## config.mk

```make
export PLATFORM = sky130hd
export DESIGN_NAME = muldiv_hilo_flat
export DESIGN_NICKNAME = d
export VERILOG_FILES = /design/src/rtl/hilo_pkg.sv /design/src/rtl/muldiv_hilo_if.sv /design/src/rtl/muldiv_hilo_div_core.sv /design/src/rtl/muldiv_hilo.sv /design/src/flat_wrapper.sv
export SDC_FILE = /design/constraint.sdc
export NUM_CORES = 2
export LEC_CHECK = 0
export CORE_ASPECT_RATIO = 0.7
export CORE_MARGIN = 4
export CORE_UTILIZATION = 45
export CTS_CLUSTER_SIZE = 20
export DETAILED_ROUTE_END_ITERATION = 10
export PLACE_DENSITY_LB_ADDON = 0.08
export RECOVER_POWER = 50
export SYNTH_ARGS = -nofsm -noshare
export SYNTH_HDL_FRONTEND = slang
export SYNTH_HIERARCHICAL = 1
export SYNTH_SLANG_ARGS = --single-unit
```

## constraint.sdc

```tcl
create_clock -name clk -period 2.8 [get_ports clk]
set_clock_uncertainty 0.05 [all_clocks]
set_input_delay 0.42 -clock clk [delete_from_list [all_inputs] [get_ports clk]]
set_output_delay 0.42 -clock clk [all_outputs]
set_load 0.005 [all_outputs]
```

## src/rtl/hilo_pkg.sv

```systemverilog
// Shared encodings for the HI/LO register file and its multiply/divide engine.
package hilo_pkg;

  typedef enum logic [1:0] {
    MD_MULT  = 2'd0,
    MD_MULTU = 2'd1,
    MD_DIV   = 2'd2,
    MD_DIVU  = 2'd3
  } md_op_e;

  typedef enum logic [1:0] {
    MD_IDLE = 2'd0,
    MD_RUN  = 2'd1,
    MD_DONE = 2'd2
  } md_state_e;

  // Write priority: an engine commit (DONE, or a single-cycle multiply) beats an
  // MTHI/MTLO in M on the same edge, because the M-stage instruction is older.

  function automatic logic op_is_div(input logic [1:0] op);
    return op[1];
  endfunction

  function automatic logic op_is_signed(input logic [1:0] op);
    return ~op[0];
  endfunction

endpackage

```

## src/rtl/muldiv_hilo_if.sv

```systemverilog
// Pipeline-side bundle for muldiv_hilo: E-stage start, M-stage HI/LO writes, stall and HI/LO read.
interface muldiv_hilo_if #(parameter int WIDTH = 32);
  logic             flushE;
  logic             startE;
  logic [1:0]       opE;
  logic [WIDTH-1:0] srcaE;
  logic [WIDTH-1:0] srcbE;
  logic             hilowriteM;
  logic             hilosrcM;
  logic [WIDTH-1:0] wdataM;
  logic             stallE;
  logic [WIDTH-1:0] hi_o;
  logic [WIDTH-1:0] lo_o;

  modport master (
    output flushE, startE, opE, srcaE, srcbE, hilowriteM, hilosrcM, wdataM,
    input  stallE, hi_o, lo_o
  );

  modport slave (
    input  flushE, startE, opE, srcaE, srcbE, hilowriteM, hilosrcM, wdataM,
    output stallE, hi_o, lo_o
  );
endinterface

```

## src/rtl/muldiv_hilo_div_core.sv

```systemverilog
// Unsigned restoring divider: load latches operands, each step asserts one quotient bit.
module div_core #(
  parameter int WIDTH = 32
) (
  input  logic             clk,
  input  logic             rst_n,
  input  logic             load,
  input  logic             step,
  input  logic [WIDTH-1:0] dividend,
  input  logic [WIDTH-1:0] divisor,
  output logic [WIDTH-1:0] quotient,
  output logic [WIDTH-1:0] remainder
);

  logic [WIDTH-1:0] rem_r;
  logic [WIDTH-1:0] quo_r;
  logic [WIDTH-1:0] dvs_r;
  logic [WIDTH:0]   shifted_s;
  logic [WIDTH:0]   diff_s;

  // Trial subtraction; a zero divisor always succeeds, giving all-ones / dividend.
  always_comb begin
    shifted_s = {rem_r, quo_r[WIDTH-1]};
    diff_s    = shifted_s - {1'b0, dvs_r};
  end

  // Partial remainder, quotient/dividend shift register and latched divisor.
  always_ff @(posedge clk or negedge rst_n) begin
    if (!rst_n) begin
      rem_r <= '0;
      quo_r <= '0;
      dvs_r <= '0;
    end else if (load) begin
      rem_r <= '0;
      quo_r <= dividend;
      dvs_r <= divisor;
    end else if (step) begin
      if (!diff_s[WIDTH]) begin
        rem_r <= diff_s[WIDTH-1:0];
        quo_r <= {quo_r[WIDTH-2:0], 1'b1};
      end else begin
        rem_r <= shifted_s[WIDTH-1:0];
        quo_r <= {quo_r[WIDTH-2:0], 1'b0};
      end
    end else begin
      rem_r <= rem_r;
      quo_r <= quo_r;
      dvs_r <= dvs_r;
    end
  end

  assign quotient  = quo_r;
  assign remainder = rem_r;

endmodule

```

## src/rtl/muldiv_hilo.sv

```systemverilog
// HI/LO registers with a multi-cycle divider and a multiply that is single-cycle by
// default or an iterative shift-add when MULDIV_ITER_MUL_EN is defined.
module muldiv_hilo
  import hilo_pkg::*;
#(
  parameter int WIDTH = 32
) (
  input  logic         clk,
  input  logic         rst,
  muldiv_hilo_if.slave bus
);

  localparam int             CNT_W     = (WIDTH > 1) ? $clog2(WIDTH) : 1;
  localparam logic [CNT_W-1:0] LAST_STEP = CNT_W'(WIDTH - 1);

  function automatic logic [WIDTH-1:0] neg_w(input logic [WIDTH-1:0] v);
    return ~v + WIDTH'(1);
  endfunction

  function automatic logic [2*WIDTH-1:0] neg_2w(input logic [2*WIDTH-1:0] v);
    return ~v + (2*WIDTH)'(1);
  endfunction

  md_state_e        state_r;
  md_state_e        state_nxt_s;
  logic [CNT_W-1:0] cnt_r;
  logic             is_div_s;
  logic             is_signed_s;
  logic             sign_a_s;
  logic             sign_b_s;
  logic [WIDTH-1:0] mag_a_s;
  logic [WIDTH-1:0] mag_b_s;
  logic             start_run_s;
  logic             load_s;
  logic             stall_s;
  logic             step_s;
  logic             commit_run_s;
  logic             commit_mul_s;
  logic             neg_q_r;
  logic             neg_r_r;
  logic [WIDTH-1:0] quo_s;
  logic [WIDTH-1:0] rem_s;
  logic [WIDTH-1:0] div_lo_s;
  logic [WIDTH-1:0] div_hi_s;
  logic [2*WIDTH-1:0] prod_s;
  logic             eng_wr_s;
  logic [WIDTH-1:0] eng_hi_s;
  logic [WIDTH-1:0] eng_lo_s;
  logic [WIDTH-1:0] hi_r;
  logic [WIDTH-1:0] lo_r;

  // Operand decode: magnitudes and signs for the signed ops, raw values otherwise.
  always_comb begin
    is_div_s    = op_is_div(bus.opE);
    is_signed_s = op_is_signed(bus.opE);
    sign_a_s    = is_signed_s & bus.srcaE[WIDTH-1];
    sign_b_s    = is_signed_s & bus.srcbE[WIDTH-1];
    if (sign_a_s) mag_a_s = neg_w(bus.srcaE);
    else          mag_a_s = bus.srcaE;
    if (sign_b_s) mag_b_s = neg_w(bus.srcbE);
    else          mag_b_s = bus.srcbE;
`ifdef MULDIV_ITER_MUL_EN
    start_run_s = bus.startE & ~bus.flushE;
`else
    start_run_s = bus.startE & ~bus.flushE & is_div_s;
`endif
  end

  // FSM state register.
  always_ff @(posedge clk or negedge rst) begin
    if (!rst) state_r <= MD_IDLE;
    else      state_r <= state_nxt_s;
  end

  // FSM next state; a flush in RUN or DONE abandons the operation.
  always_comb begin
    state_nxt_s = state_r;
    case (state_r)
      MD_IDLE: begin
        if (start_run_s) state_nxt_s = MD_RUN;
        else             state_nxt_s = MD_IDLE;
      end
      MD_RUN: begin
        if (bus.flushE)               state_nxt_s = MD_IDLE;
        else if (cnt_r == LAST_STEP)  state_nxt_s = MD_DONE;
        else                          state_nxt_s = MD_RUN;
      end
      MD_DONE: state_nxt_s = MD_IDLE;
      default: state_nxt_s = MD_IDLE;
    endcase
  end

  // FSM outputs: stall, iteration enable and commit strobes.
  always_comb begin
    stall_s      = 1'b0;
    step_s       = 1'b0;
    commit_run_s = 1'b0;
    commit_mul_s = 1'b0;
    case (state_r)
      MD_IDLE: begin
        stall_s = start_run_s;
`ifdef MULDIV_ITER_MUL_EN
        commit_mul_s = 1'b0;
`else
        commit_mul_s = bus.startE & ~bus.flushE & ~is_div_s;
`endif
      end
      MD_RUN: begin
        stall_s = ~bus.flushE;
        step_s  = ~bus.flushE;
      end
      MD_DONE: commit_run_s = ~bus.flushE;
      default: begin
        stall_s      = 1'b0;
        commit_run_s = 1'b0;
      end
    endcase
  end

  assign load_s = (state_r == MD_IDLE) & start_run_s;

  // Iteration counter; holds at the last step instead of wrapping.
  always_ff @(posedge clk or negedge rst) begin
    if (!rst)                                  cnt_r <= '0;
    else if (step_s && (cnt_r != LAST_STEP))   cnt_r <= cnt_r + CNT_W'(1);
    else if (step_s)                           cnt_r <= cnt_r;
    else                                       cnt_r <= '0;
  end

  // Result sign fixes captured at start: quotient/product by sign mismatch, remainder by dividend.
  always_ff @(posedge clk or negedge rst) begin
    if (!rst) begin
      neg_q_r <= 1'b0;
      neg_r_r <= 1'b0;
    end else if (load_s) begin
      neg_q_r <= sign_a_s ^ sign_b_s;
      neg_r_r <= sign_a_s;
    end else begin
      neg_q_r <= neg_q_r;
      neg_r_r <= neg_r_r;
    end
  end

  div_core #(.WIDTH(WIDTH)) u_div_core (
    .clk       (clk),
    .rst_n     (rst),
    .load      (load_s),
    .step      (step_s),
    .dividend  (mag_a_s),
    .divisor   (mag_b_s),
    .quotient  (quo_s),
    .remainder (rem_s)
  );

  // Sign-corrected divide results.
  always_comb begin
    if (neg_q_r) div_lo_s = neg_w(quo_s);
    else         div_lo_s = quo_s;
    if (neg_r_r) div_hi_s = neg_w(rem_s);
    else         div_hi_s = rem_s;
  end

`ifdef MULDIV_ITER_MUL_EN
  logic             mul_r;
  logic [WIDTH-1:0] mcand_r;
  logic [2*WIDTH-1:0] acc_r;
  logic [WIDTH:0]   sum_s;

  // One shift-add step: conditionally add the multiplicand into the upper half.
  always_comb begin
    if (acc_r[0]) sum_s = {1'b0, acc_r[2*WIDTH-1:WIDTH]} + {1'b0, mcand_r};
    else          sum_s = {1'b0, acc_r[2*WIDTH-1:WIDTH]};
  end

  // Iterative multiplier state: op kind, multiplicand and product/multiplier accumulator.
  always_ff @(posedge clk or negedge rst) begin
    if (!rst) begin
      mul_r   <= 1'b0;
      mcand_r <= '0;
      acc_r   <= '0;
    end else if (load_s) begin
      mul_r   <= ~is_div_s;
      mcand_r <= mag_a_s;
      acc_r   <= {{WIDTH{1'b0}}, mag_b_s};
    end else if (step_s && mul_r) begin
      acc_r   <= {sum_s, acc_r[WIDTH-1:1]};
    end else begin
      acc_r   <= acc_r;
    end
  end

  // Engine write-back selection for the iterative build.
  always_comb begin
    if (neg_q_r) prod_s = neg_2w(acc_r);
    else         prod_s = acc_r;
    eng_wr_s = commit_run_s;
    if (mul_r) begin
      eng_hi_s = prod_s[2*WIDTH-1:WIDTH];
      eng_lo_s = prod_s[WIDTH-1:0];
    end else begin
      eng_hi_s = div_hi_s;
      eng_lo_s = div_lo_s;
    end
  end
`else
  logic [2*WIDTH-1:0] ext_a_s;
  logic [2*WIDTH-1:0] ext_b_s;

  // Single-cycle multiply on sign- or zero-extended operands, then write-back selection.
  always_comb begin
    ext_a_s  = {{WIDTH{sign_a_s}}, bus.srcaE};
    ext_b_s  = {{WIDTH{sign_b_s}}, bus.srcbE};
    prod_s   = ext_a_s * ext_b_s;
    eng_wr_s = commit_run_s | commit_mul_s;
    if (commit_run_s) begin
      eng_hi_s = div_hi_s;
      eng_lo_s = div_lo_s;
    end else begin
      eng_hi_s = prod_s[2*WIDTH-1:WIDTH];
      eng_lo_s = prod_s[WIDTH-1:0];
    end
  end
`endif

  // HI/LO registers: engine commit first, otherwise the M-stage write.
  always_ff @(posedge clk or negedge rst) begin
    if (!rst) begin
      hi_r <= '0;
      lo_r <= '0;
    end else if (eng_wr_s) begin
      hi_r <= eng_hi_s;
      lo_r <= eng_lo_s;
    end else if (bus.hilowriteM) begin
      if (bus.hilosrcM) hi_r <= bus.wdataM;
      else              lo_r <= bus.wdataM;
    end else begin
      hi_r <= hi_r;
      lo_r <= lo_r;
    end
  end

  assign bus.stallE = stall_s;
  assign bus.hi_o   = hi_r;
  assign bus.lo_o   = lo_r;

endmodule

```

## src/flat_wrapper.sv

```systemverilog
// flat-port wrapper written by rule: the top's interface ports become plain ports
module muldiv_hilo_flat import hilo_pkg::*;
#(
  parameter int WIDTH = 32
)
  (clk, rst, bus_flushE, bus_startE, bus_opE, bus_srcaE, bus_srcbE, bus_hilowriteM, bus_hilosrcM, bus_wdataM, bus_stallE, bus_hi_o, bus_lo_o);
  muldiv_hilo_if #(.WIDTH(WIDTH)) bus_i ();
  input  logic clk;
  input  logic rst;
  input wire logic [$bits(bus_i.flushE)-1:0] bus_flushE;
  input wire logic [$bits(bus_i.startE)-1:0] bus_startE;
  input wire logic [$bits(bus_i.opE)-1:0] bus_opE;
  input wire logic [$bits(bus_i.srcaE)-1:0] bus_srcaE;
  input wire logic [$bits(bus_i.srcbE)-1:0] bus_srcbE;
  input wire logic [$bits(bus_i.hilowriteM)-1:0] bus_hilowriteM;
  input wire logic [$bits(bus_i.hilosrcM)-1:0] bus_hilosrcM;
  input wire logic [$bits(bus_i.wdataM)-1:0] bus_wdataM;
  output wire logic [$bits(bus_i.stallE)-1:0] bus_stallE;
  output wire logic [$bits(bus_i.hi_o)-1:0] bus_hi_o;
  output wire logic [$bits(bus_i.lo_o)-1:0] bus_lo_o;
  assign bus_i.flushE = bus_flushE;
  assign bus_i.startE = bus_startE;
  assign bus_i.opE = bus_opE;
  assign bus_i.srcaE = bus_srcaE;
  assign bus_i.srcbE = bus_srcbE;
  assign bus_i.hilowriteM = bus_hilowriteM;
  assign bus_i.hilosrcM = bus_hilosrcM;
  assign bus_i.wdataM = bus_wdataM;
  assign bus_stallE = bus_i.stallE;
  assign bus_hi_o = bus_i.hi_o;
  assign bus_lo_o = bus_i.lo_o;
  muldiv_hilo #(.WIDTH(WIDTH)) u_core (.clk(clk), .rst(rst), .bus(bus_i));
endmodule
```

After elaboration in Yosys (flattened, before gate mapping)
Cells that the tools add are included.
{ "totals": {"input_bits": 104, "out_inout_bits": 65, "word_cells": 72, "register_bits": 169} }
{ "op_classes": {"muxes": 28, "reduce_logical": 7, "n_bitwise": 15, "n_eq_ne": 6, "n_addsub": 6, "multipliers": 1} }
{ "op_table": {"columns": ["cell", "n"], "rows": [
  ["32-bit two-way mux", 17],
  ["32-bit by 1-bit adder with 32-bit output, second input constant", 4],
  ["32-bit NOT", 4],
  ["33-bit by 33-bit multiplier with 64-bit output", 1],
  ["33-bit by 32-bit subtractor with 33-bit output", 1],
  ["5-bit two-way mux", 2],
  ["1-bit AND", 6],
  ["2-bit nonzero test", 3],
  ["5-bit by 1-bit adder with 5-bit output, second input constant", 1],
  ["5-bit equality test, second input constant", 1],
  ["1-bit two-way mux", 5],
  ["5-bit != test, second input constant", 1],
  ["2-bit two-way mux", 2],
  ["2-bit case mux with 2 select lines", 1],
  ["2-bit AND reduction", 2],
  ["1-bit NOT", 3],
  ["2-bit by 1-bit equality test with 1-bit output, second input constant", 1],
  ["2-bit equality test, second input constant", 1],
  ["2-bit logical NOT", 1],
  ["2-bit by 1-bit != test with 1-bit output, second input constant", 1],
  ["2-bit != test, second input constant", 1],
  ["1-bit case mux with 2 select lines", 1],
  ["1-bit logical AND", 1],
  ["1-bit bitwise OR", 1],
  ["1-bit bitwise XOR", 1]
]} }

Logic depth before layout (Yosys ltp)
{ "depth": {"ltp_word": 7, "mapped_depth": 30, "ltp_nobuf": 27} }

Hierarchy
The synthesis kept the hierarchy.
{ "modules_own_cells": {"columns": ["mod", "seq_area_each_um2", "area_each_um2", "instances", "cells_each"], "rows": [
  ["muldiv_hilo", 1826.8, 44331.3, 1, 5014],
  ["div_core", 2402.3, 6038.3, 1, 689]
]} }

Worst setup path before layout
No wires, ideal clock.
{ "synth_path": {"kind": "input to register", "startpoint": "input port bus_srcaE[31]", "endpoint": "register u_core.hi_r[31] (netlist: u_core/bus.hi_o[31])", "setup_time_ns": 0.099, "path_slack_ns": -5.642, "required_ns": 2.651, "arrival_time_ns": 8.293, "n_path_buf": 3, "stages": 29, "path_cell_list": "clkbuf_1 > nor2b_1 > clkbuf_1 > clkbuf_1 > nand2_1 > inv_1 > fa_1 > inv_1 > fa_1 > inv_1 > fa_1 > fa_1 > inv_1 > fa_1 > inv_1 > fa_1 > inv_1 > fa_1 > fa_1 > inv_1 > ha_1 > or3_1 > o21a_1 > a31oi_1 > o21ai_0 > a311o_1 > a21oi_1 > o31ai_1 > a311oi_1"} }
{ "synth_between": {"elab_chain_len": 4} }
{ "synth_rtl": {"columns": ["element", "line_no", "rtl"], "rows": [
  ["from (decl)", "flat_wrapper.sv:13", "input wire logic [$bits(bus_i.srcaE)-1:0] bus_srcaE;"],
  ["1-bit AND", "muldiv_hilo.sv:56", "sign_a_s = is_signed_s & bus.srcaE[WIDTH-1];"],
  ["33-bit by 33-bit multiplier with 64-bit output (*)", "muldiv_hilo.sv:213", "prod_s = ext_a_s * ext_b_s;"],
  ["32-bit two-way mux (*)", "muldiv_hilo.sv:215", "if (commit_run_s) begin"],
  ["32-bit two-way mux (*)", "muldiv_hilo.sv:230", "end else if (eng_wr_s) begin"],
  ["to (signal assigned)", "muldiv_hilo.sv:231", "hi_r <= eng_hi_s;"],
  ["to (signal assigned)", "muldiv_hilo.sv:234", "if (bus.hilosrcM) hi_r <= bus.wdataM;"],
  ["to (signal assigned)", "muldiv_hilo.sv:237", "hi_r <= hi_r;"],
  ["to (decl)", "muldiv_hilo.sv:49", "logic [WIDTH-1:0] hi_r;"]
]} }
Mark *: on every way between the ends. The rest lies on a longest branch, timed or not.
A chain may end at the register's enable or synchronous reset.

Worst setup path in the final report
{ "layout_path": {"startpoint": "input port bus_srcbE[0]", "endpoint": "register u_core.hi_r[13] (netlist: u_core/bus.hi_o[13])"} }
{ "layout_between": {"elab_chain_len": 3} }
{ "layout_rtl": {"columns": ["element", "line_no", "rtl"], "rows": [
  ["from (decl)", "flat_wrapper.sv:14", "input wire logic [$bits(bus_i.srcbE)-1:0] bus_srcbE;"],
  ["33-bit by 33-bit multiplier with 64-bit output", "muldiv_hilo.sv:213", null],
  ["32-bit two-way mux", "muldiv_hilo.sv:215", null],
  ["32-bit two-way mux", "muldiv_hilo.sv:230", null]
]} }
No other way between the ends.

==> flow_metrics.tcl <==
set metrics [dict create \
    outcome "finished with violations" \
    failed_checks "negative setup slack" \
    finalNetCount 8059 \
    hold_class "in -> reg" \
    cp_max_fo 6 \
    wirelength_met1_mm 78.18 \
    syn-num-nets 7183 \
    synthTopCellsByCount "1,166 x inv_1, 1,126 x fa_1, 959 x nand2_1" \
    grtUsageTotal_pct 30.45 \
    clock_latency_ns 0.51 \
    grt_pass1_wl_mm 274.9 \
    syn_inst 5703 \
    worst_r2r_path_depth 17 \
    final_max_slew_viol_count 0 \
    firstDrtPassIters 7 \
    min_from "bus_opE[0]" \
    critPathMaxStageDelay_ns 0.63 \
    crit_path_frequent_cell "fa_1" \
    ys.flop_type "dfrtp_1" \
    min_delay_worst_endpoint "u_core/neg_q_r" \
    routed-wl-met2_mm 81.83 \
    ys_seq_area_share_pct 8.396 \
    synthArstFlopShare_pct 100.0 \
    antenna_left 0 \
    numCtsBuffers 25 \
    syn_area_sq_um 50370 \
    ys_ff_latch 169 \
    ios 169 \
    final_layout_size_suffix_gt1_share_pct 27.22 \
    setup_total_negative_slack_ns -237.44 \
    seq_area_sq_um 4230 \
    coreArea_sq_um 110900 \
    initial_core_util_pct 45.42 \
    top_layer "met5" \
    clk_path_buf_depth 3 \
    setup_violations 92 \
    timing.final.crit_period_ns 7.303 \
    tritoncts "done" \
    finalCritPeriodShare_pct 260.8 \
    clock-root-buffer "clkbuf_16" \
    fin_ws_ns -4.503 \
    antenna_found_initial 18 \
    avgRoutedWirePerCell_um 21.98 \
    cts_num_sinks 169 \
    multi_input_area_sq_um 44060 \
    r2r_slack_ns -0.53 \
    dp_hpwl_mm 142.9 \
    avgSynthCellArea_sq_um 8.832 \
    drc 0 \
    start_kind "primary input" \
    rsz0062_at_grt "yes" \
    r2r_end "u_core/u_div_core/remainder[13]" \
    portBuffers 168 \
    grt.overflow.total 0 \
    die_y_um 287.9 \
    crit_family "adder cells" \
    yosys-top-cells-area "fa_1 45%, inv_1 8.7%, dfrtp_1 8.4%" \
    max_slew_margin_pct 22.36 \
    tightest_slew_ns 1.165 \
    die_area_sq_um 117400 \
    synth_top_area_share_pct 44.75 \
    required_ns 3.13 \
    cts.htree.levels 4 \
    yosysUniqueCellTypes 89 \
    vias_per_cell 5.268 \
    maxCapViolations 0 \
    whs_path_depth 3 \
    critPathCaptureType "flop" \
    clk_pin_slew_worst_paths_ns 0.07 \
    fillerInstances 9670 \
    crit_buf_inv 9 \
    max_freq_mhz 136.9 \
    timing.rr.start "u_core/u_div_core/quotient[31]" \
    setup.worst_path.class "in -> reg" \
    critPathArrivalTime_ns 7.63 \
    totalWireLength_mm 177.0 \
    drt_iter0_markers 2738 \
    cp_slowest_cell "fa_2" \
    grt_pass1_vias 45570 \
    rows 102 \
    dr_total_vias 42420 \
    hold_violations 0 \
    fp.dieW_um 407.9 \
    syn2layout_area_growth_pct 33.21 \
    wl_met3_mm 11.25 \
    synth-edff-count 0 \
    yosysMostFrequentCell "inv_1" \
    grt_max_degree 74 \
    gp_congestion 0.9635 \
    ys_warn_count 6 \
    yosysTopAreaCell "fa_1" \
]
## flip-flops by register name (all words and copies together) (netlist names)
name                         cells
u_core/state_r                   2
u_core/u_div_core/remainder     32
u_core/bus.hi_o                 32
u_core/neg_r_r                   1
u_core/u_div_core/quotient      32
u_core/bus.lo_o                 32
u_core/neg_q_r                   1
u_core/u_div_core/dvs_r         32
u_core/cnt_r                     5
## cells by family after synthesis
| group | Yosys count | synth area share, % |
|---|---|---|
| simple gates | 1715 | 15.89 |
| buf+inv | 1520 | 11.37 |
| fa+ha+maj | 1376 | 50.96 |
| compound gates | 632 | 8.096 |
| xor+xnor | 214 | 3.751 |
| flops | 169 | 8.396 |
| mux | 77 | 1.538 |
## stage by stage
| stage | area [sq um] | hold slack [ns] | worst slack (ns) | cells | utilization, % |
|---|---|---|---|---|---|
| 2_1_floorplan | 52530 | 0.07441 | -4.922 | 5703 | - |
| 4_1_cts | 65660 | 0.2897 | -4.434 | 7996 | 59.20 |
| 3_3_place_gp | 60760 | 0.3184 | -5.437 | 7816 | 54.78 |
| 3_5_place_dp | 60760 | 0.3175 | -5.571 | 7816 | 54.78 |
| 6_report | 67100 | 0.2524 | -4.503 | 8053 | 60.50 |
| 5_1_grt | 67090 | 0.2521 | -4.681 | 8051 | 60.50 |
## placed cells by master, fill, tap and decap left out, types with 14 or more instances in the layout
cell type and count:
buf_8 31, and3_1 16, clkdlybuf4s50_1 102, nand2_4 30
inv_2 97, and2_1 326, o31ai_1 25, mux2i_1 72
nand2_1 888, nand4_1 25, a21oi_2 29, and2_4 52
clkbuf_16 31, fa_1 1053, a21o_1 46, dfrtp_1 168
o21ai_1 43, a311oi_2 25, ha_1 164, a21oi_4 19
a21oi_1 100, inv_1 1062, xnor2_1 91, buf_6 143
o41ai_1 16, xor2_1 87, o21ai_0 130, o211ai_1 22
a31oi_1 18, nor2_1 131, o21ai_2 17, nand2_2 41
buf_4 780, fa_2 73, diode_2 14, buf_12 103
nand2b_1 19, ha_4 83, nand3_1 30, nor3_1 22
## per-layer routing
metal  global-route usage (%)  up-vias
met1                    43.24    21990
met4                    8.670        4
met5                        0        -
li1                         -    18990
met2                    49.06     1247
met3                    4.199      191
## layout make-up
cell class	count	share of cell area, %
Multi-Input combinational cell	4014	65.66
Clock buffer	28	0.9790
Antenna cell	14	0.05221
Clock inverter	3	0.05967
Tap cell	1456	2.715
Sequential cell	169	6.305
Inverter	1166	6.553
Timing Repair Buffer	1203	17.68
## worst max path at each step
| stage | from | depth (start not counted) | slack, ns | to |
|---|---|---|---|---|
| final | bus_srcbE[0] | 28 | -4.50 | u_core/bus.hi_o[13] |
| after global placement | bus_srcaE[31] | 27 | -5.44 | u_core/bus.hi_o[24] |
| after floorplan | bus_srcaE[31] | 29 | -4.92 | u_core/bus.hi_o[31] |
| after global routing | bus_srcbE[0] | 28 | -4.68 | u_core/bus.hi_o[13] |
| after detailed placement | bus_srcbE[31] | 25 | -5.57 | u_core/bus.hi_o[25] |
| after CTS | bus_srcbE[1] | 29 | -4.43 | u_core/bus.hi_o[19] |
## worst reg2reg max path: cells and delay by family (launching register included)
kind / cells / cell delay (ns)
AOI/OAI and AO/OA: 6 / 1.00
DFF: 1 / 0.39
adders and majority gates: 2 / 0.51
and+or+nand+nor: 2 / 0.40
buffers and inverters: 6 / 0.74
xor gates and xnor gates: 1 / 0.14
## what timing repair did
item	CTS	global route
resized for setup	711	306
pin swaps	319	218
hold buffers	1	0
gates cloned	25	6
buffers inserted	144	60
endpoints found under the setup margin	114	100
endpoints found under the hold margin	37	0
Power is left out: the tool's default activity adds up to more than one toggle a clock period on the data nets, which glitch-free logic cannot reach.
